$ cat config.mk
export PLATFORM = sky130hd
export DESIGN_NAME = vend_ctrl
export DESIGN_NICKNAME = d
export VERILOG_FILES = /design/src/rtl/vend_ctrl.sv
export SDC_FILE = /design/constraint.sdc
export NUM_CORES = 1
export LEC_CHECK = 0
export BUFFER_PORTS_ARGS = -buffer_cell sky130_fd_sc_hd__buf_2
export CAP_MARGIN = 0
export CORE_MARGIN = 5
export CORE_UTILIZATION = 58
export CTS_CLUSTER_DIAMETER = 40
export DETAILED_ROUTE_END_ITERATION = 10
export GPL_TIMING_DRIVEN = 0
export HOLD_SLACK_MARGIN = 0.08
export PLACE_DENSITY = 0.81
export SLEW_MARGIN = 20
export SYNTH_ARGS = -nofsm -noshare
export SYNTH_HDL_FRONTEND = slang
export SYNTH_SLANG_ARGS = --single-unit
$ cat constraint.sdc
create_clock -name sys_clk -period 3.3 [get_ports sys_clk]
set_input_delay 0.165 -clock sys_clk [delete_from_list [all_inputs] [get_ports sys_clk]]
set_output_delay 0.165 -clock sys_clk [all_outputs]
set_load 0.05 [all_outputs]
$ cat src/rtl/vend_ctrl.sv
// Vending transaction sequencer: accumulates coin credit, chooses vend or refund,
// times the dispense gate and pays change out one 5-unit coin per req/ack handshake.
module vend_ctrl #(
    parameter int PRICE_A    = 15,
    parameter int PRICE_B    = 25,
    parameter int MAX_CREDIT = 50,
    parameter int OPEN_MS    = 2000,
    parameter int TIMEOUT_MS = 10000
) (
    input  logic       sys_clk,
    input  logic       sys_rst,
    input  logic       tick_1ms,
    input  logic       coin5,
    input  logic       coin10,
    input  logic       sel_a,
    input  logic       sel_b,
    input  logic       cancel,
    input  logic       ret_ack,
    output logic [7:0] credit,
    output logic [7:0] price,
    output logic [7:0] change,
    output logic       open,
    output logic       ret_req,
    output logic       coin_reject,
    output logic       busy
);

    localparam int TIMER_MAX = (OPEN_MS > TIMEOUT_MS) ? OPEN_MS : TIMEOUT_MS;
    localparam int TW        = $clog2(TIMER_MAX + 1);

    localparam logic [7:0]    PRICE_A8     = 8'(PRICE_A);
    localparam logic [7:0]    PRICE_B8     = 8'(PRICE_B);
    localparam logic [8:0]    MAX_CREDIT9  = 9'(MAX_CREDIT);
    localparam logic [TW-1:0] OPEN_LAST    = TW'(OPEN_MS - 1);
    localparam logic [TW-1:0] TIMEOUT_LAST = TW'(TIMEOUT_MS - 1);

    typedef enum logic [1:0] {
        IDLE,
        CREDIT,
        DISPENSE,
        PAYOUT
    } state_t;

    state_t        state, state_n;
    logic [TW-1:0] timer, timer_n;
    logic [7:0]    credit_n, price_n, change_n;
    logic          open_n, ret_req_n, coin_reject_n, busy_n;

    logic [7:0] coin_val;
    logic       coin_in;
    logic [8:0] credit_sum;
    logic       coin_fits;
    logic [7:0] sel_price;
    logic       timeout_hit;
    logic       open_done;

    assign coin_val    = (coin5 ? 8'd5 : 8'd0) + (coin10 ? 8'd10 : 8'd0);
    assign coin_in     = coin5 | coin10;
    assign credit_sum  = {1'b0, credit} + {1'b0, coin_val};
    assign coin_fits   = (credit_sum <= MAX_CREDIT9);
    assign sel_price   = sel_a ? PRICE_A8 : PRICE_B8;
    assign timeout_hit = tick_1ms && (timer == TIMEOUT_LAST);
    assign open_done   = tick_1ms && (timer == OPEN_LAST);

    always_ff @(posedge sys_clk) begin
        if (sys_rst) begin
            state       <= IDLE;
            timer       <= '0;
            credit      <= 8'd0;
            price       <= 8'd0;
            change      <= 8'd0;
            open        <= 1'b0;
            ret_req     <= 1'b0;
            coin_reject <= 1'b0;
            busy        <= 1'b0;
        end else begin
            state       <= state_n;
            timer       <= timer_n;
            credit      <= credit_n;
            price       <= price_n;
            change      <= change_n;
            open        <= open_n;
            ret_req     <= ret_req_n;
            coin_reject <= coin_reject_n;
            busy        <= busy_n;
        end
    end

    always_comb begin
        state_n       = state;
        timer_n       = timer;
        credit_n      = credit;
        price_n       = price;
        change_n      = change;
        open_n        = open;
        ret_req_n     = ret_req;
        coin_reject_n = 1'b0;

        case (state)
            IDLE: begin
                if (coin_in) begin
                    if (coin_fits) begin
                        credit_n = credit_sum[7:0];
                        timer_n  = '0;
                        state_n  = CREDIT;
                    end else begin
                        coin_reject_n = 1'b1;
                    end
                end
            end

            CREDIT: begin
                timer_n = tick_1ms ? timer + 1'b1 : timer;
                // An idle timeout is handled exactly like a cancel.
                if (cancel || timeout_hit) begin
                    change_n      = credit;
                    credit_n      = 8'd0;
                    price_n       = 8'd0;
                    coin_reject_n = coin_in;
                    timer_n       = '0;
                    ret_req_n     = (credit != 8'd0);
                    state_n       = PAYOUT;
                end else if (coin_in) begin
                    if (coin_fits) begin
                        credit_n = credit_sum[7:0];
                        timer_n  = '0;
                    end else begin
                        coin_reject_n = 1'b1;
                    end
                end else if (sel_a || sel_b) begin
                    price_n = sel_price;
                    timer_n = '0;
                    if (credit >= sel_price) begin
                        change_n = credit - sel_price;
                        credit_n = 8'd0;
                        open_n   = 1'b1;
                        state_n  = DISPENSE;
                    end
                end
            end

            DISPENSE: begin
                coin_reject_n = coin_in;
                if (open_done) begin
                    open_n  = 1'b0;
                    price_n = 8'd0;
                    timer_n = '0;
                    if (change != 8'd0) begin
                        ret_req_n = 1'b1;
                        state_n   = PAYOUT;
                    end else begin
                        state_n = IDLE;
                    end
                end else if (tick_1ms) begin
                    timer_n = timer + 1'b1;
                end
            end

            PAYOUT: begin
                coin_reject_n = coin_in;
                // Drop the request for one cycle after every accepted coin.
                if (ret_req && ret_ack) begin
                    change_n  = change - 8'd5;
                    ret_req_n = 1'b0;
                    if (change == 8'd5) begin
                        state_n = IDLE;
                    end
                end else if (change == 8'd0) begin
                    ret_req_n = 1'b0;
                    state_n   = IDLE;
                end else begin
                    ret_req_n = 1'b1;
                end
            end

            default: begin
                state_n = IDLE;
            end
        endcase

        busy_n = (state_n == DISPENSE) || (state_n == PAYOUT);
    end

endmodule

==> reports/results.tsv, run 1 <==
metric	value	unit
synth_area	2810	sq um
cp.arrival	3.34	ns
overflow	0	
postRouteAntennaNets	0	
synth_top_cell_area_share	0.271	
grtUsageMet3	0.0384	
worstMarginPinSlew	0.538	ns
yosysWarnings	0	
first_global_vias	2512	
path_class	flop to flop	
layout-drive-gt1-share	0.195	
ios	37	
gr-usage-met2	0.349	
rr_worst_depth	11	
start_kind	flop	
antennaDiodeCount	0	
outcome	completed	
root_buffer	clkbuf_8	
synth_top_area_cell	dfxtp_1	
coreArea	4720	sq um
max_cap_violations	0	
fmax	0.320	GHz
clock_path_buffers	2	
ys_seq_area_frac	0.271	
hp-class	primary input to flop	
busiest_layer	met2	
grt_util_all_layers	0.231	
worst_slack	0.178	ns
dieArea	6330	sq um
insertion_delay	0.30	ns
fin_util	0.686	
instances_no_fill	468	
gp_congestion	0.960	
finalSetupViolations	0	
portBuffers	33	
initial_core_util	0.595	
area_growth	15.4	%
wl	6.79	mm
tns	0	ns
ys_top_cells_by_area	dfxtp_1 (27%), ha_1 (6.7%), nand2_1 (5.1%)	
grt_pass1_wl	11.8	mm
cts_tree	yes	
met1_usage	0.328	
die_h	79.6	um
via_count	2726	
drv_slew	0	
route.detailed.drc	0	
ctsHoldBuffers	0	
skew	0.00874	ns
dr.pass1.iters	5	
routed_via_density	5.82	
slew_headroom	0.632	
final.period_utilization	0.946	
avgSynthCellArea	7.96	sq um
hpwl	5.14	mm
pwr_density_cell	814	nW/um^2
die_x	79.6	um
irDropWorstVdd	0.658	mV
synthCells	353	
row_count	25	
holdPathStages	3	
grt_max_degree	14	
holdWs	0.164	ns
cts_made_buffers	5	
leakagePower	0.00140	uW
dp_cells	455	
required	3.52	ns
cts-htree-levels	2	
pre_cts_ws	0.00619	ns
antenna_found_initial	0	
synth-main-ff-cell	dfxtp_1	
ys_ff_latch	38	
min_period	3.12	ns
crit_fanout	10	
clock_sinks	38	
path_clk_slew	0.09	ns
synth_edf_count	0	
wl_per_cell	14.5	um
synth.distinct_cells	63	
fill_cells	397	
async_flop_share	0	
hold_viol	0	
end_kind	flop	
dr.first_iter.drc_count	303	
nNetsFinal	426	
stage by stage:
step / instance area (sq um) / total power, uW
after global placement: 3070 / 2130
final: 3240 / 2640
after detailed placement: 3070 / 2160
after floorplan: 2820 / 1840
after CTS: 3190 / 2570
after global routing: 3240 / 2850
cells by family after synthesis:
family	synth area share
AND/OR/NAND/NOR	0.247
AO/OA/AOI/OAI	0.273
flip-flops	0.271
buffers and inverters	0.0664
adder cells (fa/ha/maj)	0.0811
XOR/XNOR	0.0459
multiplexers	0.0147
other	0.00134
power by group:
part,switching (uW),total [uW],internal [uW],leakage [uW]
Sequential,113,663,550,0.000310
Combinational,1020,1570,547,0.00104
Clock,179,404,225,0.0000504
Total,1320,2640,1320,0.00140
placed cells by master (no fill, tap or decap), types with 3 or more instances in the layout:
| master | n |
|---|---|
| clkbuf_8 | 5 |
| and2_1 | 4 |
| nor3b_1 | 4 |
| conb_1 | 3 |
| nor3_1 | 6 |
| nor4_1 | 3 |
| a31oi_1 | 14 |
| nand2_1 | 38 |
| o22ai_1 | 3 |
| nor2_1 | 29 |
| a21o_1 | 3 |
| xor2_1 | 3 |
| inv_1 | 14 |
| clkbuf_1 | 9 |
| dfxtp_1 | 35 |
| ha_1 | 15 |
| xnor2_1 | 8 |
| a21boi_0 | 4 |
| buf_4 | 10 |
| nand2b_1 | 10 |
| and3_1 | 7 |
| buf_2 | 37 |
| a21oi_1 | 27 |
| or2_2 | 3 |
| nand3_1 | 11 |
| a41oi_1 | 3 |
| nor2b_1 | 5 |
| o21ai_0 | 23 |
| mux2i_1 | 3 |
| or2b_1 | 4 |
| a211oi_1 | 4 |
synth_stat cells, types with 3 or more instances:
cell type / number
inv_1: 14
nor4_1: 3
a211oi_1: 4
nor3b_1: 4
nand2b_1: 11
mux2i_1: 3
a31oi_1: 14
or2b_1: 4
nand2_1: 38
nand3_1: 11
or2_2: 3
dfxtp_1: 38
a21boi_0: 4
buf_4: 5
clkbuf_1: 9
a21o_1: 3
a21oi_1: 27
buf_2: 4
o21ai_0: 23
xor2_1: 3
a41oi_1: 3
nor3_1: 6
nor2b_1: 5
o22ai_1: 3
and2_1: 4
and3_1: 7
xnor2_1: 8
ha_1: 15
nor2_1: 29
flip-flops by register name (all words and copies together), names as in the netlist, named ones only:
name	flops
coin_reject	1
price	3
open	1
change	8
ret_req	1
timer	14
credit	8
worst max-delay path: stages, from the launching register on:
cell and delay, ns:
dfxtp_1 0.45, ha_1 0.35, and3_1 0.20, a221o_2 0.40, xor2_2 0.19, o311ai_4 0.15, a311o_1 0.44, a221oi_4 0.32
buf_6 0.20, buf_12 0.13, nand2_1 0.05, a31oi_1 0.16
path summary, 6_finish.rpt:
| path | start | endpoint | slack (ns) |
|---|---|---|---|
| setup / recovery | credit[2] | timer[8] | 0.18 |
| hold / removal | tick_1ms | timer[1] | 0.16 |
| setup reg to reg | credit[2] | timer[8] | 0.18 |
| hold reg to reg | timer[9] | timer[9] | 0.49 |
what timing repair did:
| item | CTS | global route |
|---|---|---|
| setup endpoints to repair | 2 | 14 |
| gates resized for setup | 0 | 6 |
| buffers inserted | 1 | 4 |
| pin swaps | 2 | 4 |
final cells by class:
cell class / count / area (sq um) / area share
buffer: 21 / 134 / 0.0413
clock buffer: 5 / 68.8 / 0.0212
clock inverter: 3 / 45.0 / 0.0139
inverter: 14 / 52.6 / 0.0162
multi-input combinational: 282 / 1890 / 0.582
sequential: 38 / 767 / 0.237
tap: 67 / 83.8 / 0.0259
timing repair buffer: 38 / 203 / 0.0625
per-layer routing:
metal  up-vias  part of all wire
met5         -                 0
met4         0             0.013
met3         8             0.064
met2        98              0.45
met1      1262              0.47
li1       1358                 -
Note: power is estimated with default switching activity, not from simulation.
==> run 2: changes to the inputs <==
--- a/config.mk
+++ b/config.mk
@@ -7,13 +7,13 @@
 export LEC_CHECK = 0
 export BUFFER_PORTS_ARGS = -buffer_cell sky130_fd_sc_hd__buf_2
 export CAP_MARGIN = 0
-export CORE_MARGIN = 5
-export CORE_UTILIZATION = 58
+export CORE_MARGIN = 2
+export CORE_UTILIZATION = 60
 export CTS_CLUSTER_DIAMETER = 40
 export DETAILED_ROUTE_END_ITERATION = 10
 export GPL_TIMING_DRIVEN = 0
 export HOLD_SLACK_MARGIN = 0.08
-export PLACE_DENSITY = 0.81
+export PLACE_DENSITY = 0.83
 export SLEW_MARGIN = 20
 export SYNTH_ARGS = -nofsm -noshare
 export SYNTH_HDL_FRONTEND = slang
==> constraint.sdc (replaced) <==
create_clock -name sys_clk -period 3.7 [get_ports sys_clk]
set_input_delay 0.185 -clock sys_clk [delete_from_list [all_inputs] [get_ports sys_clk]]
set_output_delay 0.185 -clock sys_clk [all_outputs]
set_load 0.05 [all_outputs]
==> run 2 against run 1 <==
Against the previous run: count of clock-buffer cells in the layout did not move; die area fell by 17%; core utilization increased by 1.7 points; sequential power shrank 10%; flip-flop and latch count unchanged.
==> reports/results.tsv, run 2 (synthesis results as in run 1) <==
metric	value	unit
postCtsSetupBuffers	0	
largestRegisters	timer: 14 flops, change: 8 flops, credit: 8 flops	
pwr-share-clk	0.122	
wl_per_cell	14.8	um
path_cells	ha_1, inv_1, fa_1, nand2b_1, a21oi_4, xor2_2, o311ai_2, a311o_1, a221oi_4, buf_6, buf_12, nand2_1, a31oi_1	
dieArea	5240	sq um
cpPeakStageDelay	0.52	ns
end_kind	flop	
path_class	flop to flop	
skew	0.00480	ns
grt_setup_unrepaired	no	
crit_fanout	10	
clock_sinks	38	
irDropWorstVdd	0.590	mV
p_sw_frac	0.514	
layout-drive-gt1-share	0.172	
largest_reg_flops	14	
min_period	3.45	ns
postRouteAntennaNets	0	
leakagePower	0.00135	uW
max_cap_violations	0	
ios	37	
dr.first_iter.drc_count	265	
antennaDiodeCount	0	
final.period_utilization	0.934	
path_clk_slew	0.07	ns
cts-htree-levels	2	
first_global_vias	2329	
cts-resized-gates	0	
die_x	72.4	um
hold_viol	0	
cp_top_family	compound AO/OA/AOI/OAI gates	
grt_max_degree	12	
initial_core_util	0.632	
clock_path_buffers	2	
portBuffers	33	
die_h	72.4	um
cts_tree	yes	
outcome	completed	
wl	6.64	mm
mostFrequentLayoutCells	nand2_1 (38), dfxtp_1 (38), buf_2 (37)	
grt_pass1_wl	11.2	mm
slowest_stage	dfxtp_1	
gp_congestion	0.898	
drv_slew	0	
regMostFlops	timer	
hpwl	5.01	mm
tns	0	ns
power_frac_comb	0.608	
switchingPower	1140	uW
ctsHoldBuffers	0	
p_seq_frac	0.270	
finalSetupViolations	0	
worstMarginPinSlew	0.597	ns
start_kind	flop	
dr.pass1.iters	5	
coreArea	4440	sq um
antenna_found_initial	0	
insertion_delay	0.29	ns
slew_headroom	0.592	
overflow	0	
root_buffer	clkbuf_8	
required	3.92	ns
fmax	0.290	GHz
cp.arrival	3.67	ns
grt_util_all_layers	0.265	
intPower	1070	uW
routed_via_density	6.14	
route.detailed.drc	0	
area_growth	11.3	%
holdWs	0.200	ns
pwr_density_cell	706	nW/um^2
nNetsFinal	421	
critPathBufInv	3	
via_count	2745	
hp-class	primary input to flop	
cts_made_buffers	5	
row_count	24	
run 2: cell types whose count changed in the layout (fill, tap and decap cells not counted), sizes merged:
cell	change
bufinv	-1
buf	-5
clkinvlp	-2
clkinv	+2
run 2: worst min-delay path: stages:
cell     delay [ns]
buf_2          0.14
nand3_1        0.07
o21ai_1        0.06
run 2: final timing paths:
kind | end | cells past startpoint | slack, ns | startpoint
worst max-delay path | timer[8] | 13 | 0.25 | credit[0]
worst min-delay path | timer[1] | 3 | 0.20 | tick_1ms
worst max register to register | timer[8] | 13 | 0.25 | credit[0]
worst min register to register | open | 2 | 0.48 | open
run 2: metal layers:
metal  GRT usage  vias to the layer above  part of all wire
met3      0.0417                       11             0.051
met5           0                        -                 0
met1       0.389                     1284              0.48
met2       0.402                       96              0.45
li1            -                     1354                 -
met4      0.0782                        0             0.013
run 2: power groups by stage:
stage               combinational (uW)  sequential, uW  clock, uW
floorplan                          837             808          0
global placement                  1290             599          0
detailed placement                1320             601          0
CTS                               1330             592        278
global route                      1470             609        291
finish                            1340             595        270
run 2: stage by stage:
step           power (uW)  cell area [sq um]   util  worst slack, ns  std cells
5_1_grt              2370               3130  0.703           0.0124        447
3_5_place_dp         1920               3050  0.686            0.298        440
2_1_floorplan        1640               2820      -            0.274        355
6_report             2210               3130  0.703            0.246        447
3_3_place_gp         1890               3050  0.686            0.365        440
4_1_cts              2200               3130  0.703            0.257        447
run 2: cell type report:
cell class | instances | area, sq um
multi-input cells | 282 | 1870
fillers | 382 | 1320
flip-flops and latches | 38 | 761
repair buffers | 33 | 165
plain buffers | 21 | 134
clock buffers | 5 | 68.8
well taps | 52 | 65.1
inverters | 14 | 52.6
clock inverters | 2 | 10.0
==> run 3: changes to the inputs <==
--- a/config.mk
+++ b/config.mk
@@ -14,6 +14,7 @@
 export GPL_TIMING_DRIVEN = 0
 export HOLD_SLACK_MARGIN = 0.08
 export PLACE_DENSITY = 0.83
+export RECOVER_POWER = 50
 export SLEW_MARGIN = 20
 export SYNTH_ARGS = -nofsm -noshare
 export SYNTH_HDL_FRONTEND = slang
==> run 3 against run 2 <==
Against the previous run: first-iteration DRC count increased by 5.7%; maximum frequency decreased by 0.36%; via count decreased by 0.69%; clock power about the same; final cell count unchanged; sequential share of layout area increased by 0.30 points; sequential power about the same; wire length decreased by 0.78%.
==> reports/results.tsv, run 3 (synthesis results as in run 1) <==
metric	value	unit
postRouteAntennaNets	0	
coreArea	4440	sq um
nNetsFinal	421	
grt_setup_unrepaired	no	
largest_reg_flops	14	
die_x	72.4	um
grt_max_degree	12	
routed_via_density	6.10	
cts-resized-gates	0	
fmax	0.288	GHz
root_buffer	clkbuf_8	
max_cap_violations	0	
pwr_density_cell	709	nW/um^2
ios	37	
route.detailed.drc	0	
initial_core_util	0.632	
cts_tree	yes	
skew	0.00719	ns
power_frac_comb	0.603	
start_kind	flop	
pwr-share-clk	0.124	
cts_made_buffers	5	
regMostFlops	timer	
dieArea	5240	sq um
grt_pass1_wl	11.2	mm
row_count	24	
irDropWorstVdd	0.581	mV
fin_area	3090	sq um
dr.first_iter.drc_count	280	
largestRegisters	timer: 14 flops, change: 8 flops, credit: 8 flops	
dr.pass1.iters	5	
clock_path_buffers	2	
overflow	0	
cp.arrival	3.69	ns
drv_slew	0	
tns	0	ns
first_global_vias	2329	
path_class	flop to flop	
required	3.92	ns
cts-htree-levels	2	
die_h	72.4	um
insertion_delay	0.29	ns
antenna_found_initial	0	
min_period	3.47	ns
portBuffers	33	
grt_util_all_layers	0.265	
clock_sinks	38	
wl_per_cell	14.7	um
antennaDiodeCount	0	
finalSetupViolations	0	
placed_area	3050	sq um
p_seq_frac	0.273	
fill_cells	396	
wl	6.58	mm
hold_viol	0	
gp_congestion	0.898	
switchingPower	1140	uW
final.period_utilization	0.937	
slew_headroom	0.526	
path_clk_slew	0.08	ns
end_kind	flop	
p_sw_frac	0.519	
area_growth	9.93	%
intPower	1050	uW
outcome	completed	
worstMarginPinSlew	0.708	ns
via_count	2726	
hp-class	primary input to flop	
mostFrequentLayoutCells	nand2_1 (38), dfxtp_1 (38), clkbuf_1 (34)	
leakagePower	0.00125	uW
layout-drive-gt1-share	0.106	
postCtsSetupBuffers	0	
crit_fanout	10	
hpwl	5.01	mm
ctsHoldBuffers	0	
run 3: changes by cell type in the layout (fill, tap and decap cells not counted):
cell | before | now
clkbuf_1 | 9 | 34
a31oi_1 | 14 | 15
buf_2 | 37 | 12
a31oi_2 | 1 | 0
run 3: per-layer routing:
layer	track usage	vias to the layer above	part of all wire
met1	0.389	1264	0.48
met3	0.0417	11	0.058
met2	0.402	98	0.45
met5	0	-	0
met4	0.0782	0	0.013
li1	-	1353	-
run 3: layout make-up:
type                            count  area [sq um]  share of cell area
Clock buffer                        5          68.8              0.0223
Buffer                             21           134              0.0434
Inverter                           14          52.6              0.0170
Clock inverter                      2          10.0             0.00324
Timing Repair Buffer               33           134              0.0434
Tap cell                           52          65.1              0.0211
Sequential cell                    38           761               0.246
Multi-Input combinational cell    282          1860               0.603
run 3: power by group through the flow:
stage          combinational [uW]  sequential, uW  clock, uW
2_1_floorplan                 837             808          0
3_3_place_gp                 1290             599          0
3_5_place_dp                 1320             601          0
4_1_cts                      1330             592        278
5_1_grt                      1450             611        291
6_report                     1320             598        272
run 3: final timing paths:
check / startpoint / to / slack, ns / depth (start not counted)
setup / recovery: credit[0] / timer[8] / 0.23 / 13
hold / removal: tick_1ms / timer[1] / 0.20 / 3
setup reg to reg: credit[0] / timer[8] / 0.23 / 13
hold reg to reg: open / open / 0.48 / 2
run 3: critical path, stage by stage, from the launching register on:
cell and delay, ns:
dfxtp_1 0.53, ha_1 0.24, inv_1 0.06, fa_1 0.39
nand2b_1 0.24, a21oi_4 0.21, xor2_2 0.19, o311ai_2 0.19
a311o_1 0.46, a221oi_4 0.36, buf_6 0.21, buf_12 0.13
nand2_1 0.05, a31oi_1 0.14
run 3: through the flow:
step	worst slack [ns]	util	hold WS (ns)	power, uW	instances
6_report	0.233	0.695	0.195	2190	447
3_5_place_dp	0.298	0.686	0.470	1920	440
5_1_grt	0.0106	0.695	0.215	2360	447
2_1_floorplan	0.274	-	0.322	1640	355
4_1_cts	0.257	0.703	0.197	2200	447
3_3_place_gp	0.365	0.686	0.459	1890	440
